==> src/rtl/stream_sched.sv <==
// stream_sched: message scheduler between four transmit-stream sources and
// the tx framer. In IDLE it arbitrates among the sources. Source 0 has
// strict priority, and sources 1-3 share round-robin. It then locks the
// grant to the winner for the whole message and passes that source's
// words straight through to the framer handshake.
//
// Optional feature: define STREAM_SCHED_STARVE_EN to enable the
// anti-starvation counter. After STARVE_LIMIT consecutive source-0 grants
// taken while any of sources 1-3 waits, one of sources 1-3 is served.
// Without the macro, source 0 always wins when it is available.
//
// Ports:
//   clk, rst          clock, synchronous active-high reset
//   src_data[128]     word from source n on bits [32n+31:32n]
//   src_count[32]     message length of source n on bits [8n+7:8n] (read at grant)
//   src_avail[4]      source n has a word ready
//   src_pull[4]       word from source n consumed this cycle
//   strm_data[32]     current word of the granted message (0 outside SEND)
//   strm_count[8]     latched length of the granted message
//   strm_id[4]        latched id of the granted source
//   strm_avail        granted word valid toward the framer
//   strm_pull         framer consumes strm_data this cycle
//   busy              a message is granted
module stream_sched #(
  parameter int STARVE_LIMIT = 4
) (
  input  logic         clk,
  input  logic         rst,
  input  logic [127:0] src_data,
  input  logic [31:0]  src_count,
  input  logic [3:0]   src_avail,
  output logic [3:0]   src_pull,
  output logic [31:0]  strm_data,
  output logic [7:0]   strm_count,
  output logic [3:0]   strm_id,
  output logic         strm_avail,
  input  logic         strm_pull,
  output logic         busy
);

  typedef enum logic {IDLE, SEND} state_t;

  state_t      state_q, state_d;
  logic [1:0]  id_q;      // granted source
  logic [1:0]  rr_q;      // last source 1-3 served; only ever 1..3
  logic [7:0]  cnt_q;     // latched message length
  logic [7:0]  rem_q;     // words still to pull
  logic [1:0]  win;
  logic [7:0]  win_cnt;
  logic        s0_ok;     // source 0 may take priority this grant
  logic        others;
  logic        grant;
  logic        fire;
  logic        last;

  assign others  = |src_avail[3:1];
  assign grant   = (state_q == IDLE) && (src_avail != 4'b0000);
  assign win_cnt = src_count[{win, 3'b000} +: 8];
  // Computed from state directly rather than from the strm_avail output,
  // so the FSM process has no path back through its own outputs.
  assign fire    = (state_q == SEND) && src_avail[id_q] && strm_pull;
  assign last    = fire && (rem_q == 8'd1);

  assign strm_id    = {2'b00, id_q};
  assign strm_count = cnt_q;

`ifdef STREAM_SCHED_STARVE_EN
  localparam logic [3:0] LIMIT = 4'(STARVE_LIMIT);
  logic [3:0] starve_q;

  assign s0_ok = (starve_q < LIMIT);

  // Counts source-0 grants taken while one of sources 1-3 waits. Any other
  // grant, including a zero-length grant, resets the count.
  always_ff @(posedge clk) begin
    if (rst) begin
      starve_q <= 4'd0;
    end else if (grant) begin
      if (win == 2'd0 && others) begin
        if (starve_q != 4'hF) starve_q <= starve_q + 4'd1;
      end else begin
        starve_q <= 4'd0;
      end
    end
  end
`else
  // Without the counter, source 0 always wins and the limit has no effect.
  logic unused_limit;
  assign unused_limit = ^4'(STARVE_LIMIT);
  assign s0_ok = 1'b1;
`endif

  // Winner: source 0 when allowed, otherwise the first requester among 1-3
  // after rr_q (wrapping 3 -> 1). If none of 1-3 requests, source 0 wins.
  always_comb begin
    win = 2'd0;
    if (!(src_avail[0] && s0_ok)) begin
      case (rr_q)
        2'd1: begin
          if      (src_avail[2]) win = 2'd2;
          else if (src_avail[3]) win = 2'd3;
          else if (src_avail[1]) win = 2'd1;
        end
        2'd2: begin
          if      (src_avail[3]) win = 2'd3;
          else if (src_avail[1]) win = 2'd1;
          else if (src_avail[2]) win = 2'd2;
        end
        default: begin
          if      (src_avail[1]) win = 2'd1;
          else if (src_avail[2]) win = 2'd2;
          else if (src_avail[3]) win = 2'd3;
        end
      endcase
    end
  end

  always_ff @(posedge clk) begin
    if (rst) state_q <= IDLE;
    else     state_q <= state_d;
  end

  always_comb begin
    state_d    = state_q;
    busy       = 1'b0;
    strm_avail = 1'b0;
    strm_data  = 32'd0;
    src_pull   = 4'd0;
    case (state_q)
      IDLE: begin
        // A zero-length grant updates arbitration state but is not entered.
        if (grant && win_cnt != 8'd0) state_d = SEND;
      end
      SEND: begin
        busy       = 1'b1;
        strm_avail = src_avail[id_q];
        strm_data  = src_data[{id_q, 5'b00000} +: 32];
        if (fire) src_pull = 4'b0001 << id_q;
        if (last) state_d = IDLE;
      end
      default: state_d = IDLE;
    endcase
  end

  always_ff @(posedge clk) begin
    if (rst) begin
      id_q  <= 2'd0;
      cnt_q <= 8'd0;
      rem_q <= 8'd0;
      rr_q  <= 2'd3;
    end else if (grant) begin
      id_q  <= win;
      cnt_q <= win_cnt;
      rem_q <= win_cnt;
      if (win != 2'd0) rr_q <= win;
    end else if (fire) begin
      rem_q <= rem_q - 8'd1;
    end
  end

endmodule

==> config.mk <==
export PLATFORM = sky130hd
export DESIGN_NAME = stream_sched
export DESIGN_NICKNAME = d
export VERILOG_FILES = /design/src/rtl/stream_sched.sv
export SDC_FILE = /design/constraint.sdc
export NUM_CORES = 1
export LEC_CHECK = 0
export CAP_MARGIN = 15
export CORE_AREA = 2 2 83 85
export CTS_CLUSTER_SIZE = 40
export DETAILED_ROUTE_END_ITERATION = 10
export DIE_AREA = 0 0 85 87
export DONT_BUFFER_PORTS = 1
export RECOVER_POWER = 25
export SYNTH_ARGS = -nofsm -noshare
export SYNTH_HDL_FRONTEND = slang
export SYNTH_SLANG_ARGS = --single-unit
export TNS_END_PERCENT = 50
==> constraint.sdc <==
create_clock -name clk -period 5.9 [get_ports clk]
set_input_delay 1.18 -clock clk [delete_from_list [all_inputs] [get_ports clk]]
set_output_delay 1.18 -clock clk [all_outputs]
set_load 0.02 [all_outputs]
==> impl_metrics.tcl <==
set metrics [dict create \
    timing.max_slew.rel_slack_pct 17.9 \
    cap_viol_max_count 0 \
    worst_slack_ps 1960 \
    worst_setup_path_end_kind "output pin" \
    avgRoutedWirePerCell_um 22.7 \
    fp.dieArea_mm2 0.00740 \
    max_freq_mhz 254 \
    layout-area-overhead-vs-synth_pct 1.35 \
    timing.critical_path.arrival_ps 2760 \
    status "complete, no violations" \
    drc_errors 0 \
    setup-tns-final_ps 0 \
    layout_worst_path_cycle_share_pct 66.8 \
    num_rows 30 \
    timing.clock.skew_ps 3.68 \
    post-dp-hpwl_mm 5.65 \
    detailedRoute.firstPassIterationCount 4 \
    die_width_um 85 \
    synth_sequential_area_ratio_pct 18.2 \
    root_buffer "clkbuf_8" \
    tritoncts_clock_tree "built" \
    grt_start_max_net_pins 40 \
    slew_viol_final 0 \
    coreArea_mm2 0.00657 \
    post_cts.repair.setup_buffers 0 \
    startpoint_type "flop" \
    grt_setup_unrepaired "no" \
    design.final.nets 390 \
    grt_overflow_total 0 \
    clockBufferDepth 2 \
    routed_wl_mm 6.79 \
    timing.rr.start "rr_q[0]" \
    initial_cell_density_of_the_core_pct 35.2 \
    powerDensity_mw_per_mm2 229 \
    whs_ps 513 \
    port_buffers 0 \
    globalplace.congestion 0.854 \
    vdd_drop_max_uv 132 \
    ys.warnings.count 0 \
    critical_path.max_fanout 33 \
    worstSetupStartpoint "state_q" \
    final_common_cell "and2_1" \
    min_period_ps 3940 \
    synth_cell_types 40 \
    cts.clk_slew.worst_paths_ps 80 \
    synth-seq-cells 21 \
    hold_buffers 0 \
    dp_slack_ps 2260 \
    numClockSinks 21 \
    first_global_vias 1699 \
    setup_viol 0 \
    cts-htree-levels 1 \
    worstHoldStart "rr_q[0]" \
    synth_area_mm2 0.00231 \
    detailedRoute.firstIterationViolations 63 \
    grt_usage_pct 16.4 \
    postSynthAreaPerCell_um2 9.98 \
    global_route_wire_length_before_repair_mm 9.29 \
    required_worst_endpoint_ps 4720 \
    clock_network_latency_to_the_later_pin_of_the_worst_skew_pair_ps 260 \
    initial_antenna_violation_count 1 \
    total_power_uw 538 \
    cts-buffers-inserted 3 \
    boundaryPins 217 \
    postSynthCellCount 232 \
    detail_route.vias_per_cell 6.01 \
    drive_above_1_share_pct 19.3 \
    hp-class "flop to flop" \
    cts-resized-gates 0 \
    timing_worst_slew_pin_value_ps 1230 \
    mostFrequentLayoutCells "and2_1 (33), mux4_2 (32), nand2_1 (27)" \
    drt.antenna.violating_nets 0 \
    vias 1798 \
    timing_hold_violations_final 0 \
    worstSetupPathType "flop to output pin" \
    p_leak_uw 0.000894 \
    dieHeight_um 87 \
    final_standard_cell_utilization_of_the_core_pct 35.7 \
]
## report_power, final
part,internal [uW],switching (uW),total [uW]
Sequential,161,36.0,197
Combinational,106,141,247
Clock,48.1,45.7,93.8
## stage by stage
stage | cells | cell area (um^2)
after floorplan | 233 | 2320
after global placement | 292 | 2300
after detailed placement | 292 | 2300
after CTS | 296 | 2340
after global routing | 299 | 2350
final | 299 | 2350
## Yosys cell counts, drive strengths merged
master   n  area [um^2]
a21o     1         7.51
xnor2    5         43.8
nand2b   1         6.26
o211ai   2         15.0
nor3b    1         7.51
and3     2         12.5
nand4b   1         8.76
nor2b    2         12.5
dfxtp   21          420
o221ai   1         15.0
buf     12         91.3
nand4    1         6.26
mux4    33          747
clkbuf  10         37.5
o21ai    1         5.00
conb     1         3.75
nor2     6         22.5
a211oi   1         7.51
nor3     2         10.0
nor4     4         31.3
xor2     2         17.5
nand3    2         10.0
inv      6         22.5
mux2i   24          240
a21oi   20          100
a211o    1         8.76
a21boi   1         11.3
a2111o   1         11.3
or2      2         15.0
nand2   27          101
ha       4         50.1
and2    33          206
a31o     1         8.76
## worst paths after layout
| path | cells past startpoint | slack [ps] | end |
|---|---|---|---|
| max | 4 | 1960 | src_pull[1] |
| min reg2reg | 1 | 510 | rr_q[0] |
| max reg2reg | 10 | 2540 | state_q |
| min | 1 | 510 | rr_q[0] |
## layout make-up
class                   instances  area, um^2
flip-flops and latches         21         423
well taps                      80         100
diodes                          1        2.50
multi-input cells             184        1740
inverters                       6        22.5
clock buffers                   4        45.0
fillers                       651        4220
repair buffers                  3        15.0
## worst max-delay path, stage by stage, from the launching register on
cell,delay (ps)
dfxtp_1,450
clkbuf_1,940
and2_1,410
nand2_1,110
nor3b_1,580
## logic make-up after synthesis
kind of cell,Yosys count,share of synthesized area [%]
simple gates,84,19.5
mux,57,42.6
flops,21,18.2
fa+ha+maj,4,2.16
xor+xnor,7,2.65
buf+inv,28,6.54
compound gates,30,8.22
other cells,1,0.162
## sequential cells by signal, indices dropped and copies added, names as in the netlist
name        cells
rem_q           8
id_q            2
strm_count      8
state_q         1
rr_q            2
## routing by layer
metal | GRT usage [%] | part of all wire (%) | vias up
li1 | - | - | 830
met1 | 18.2 | 36 | 841
met2 | 29.8 | 53 | 118
met3 | 4.45 | 9.3 | 9
met4 | 5.92 | 1.8 | 0
met5 | 0 | 0 | -
Note: power is estimated with default switching activity, not from simulation.
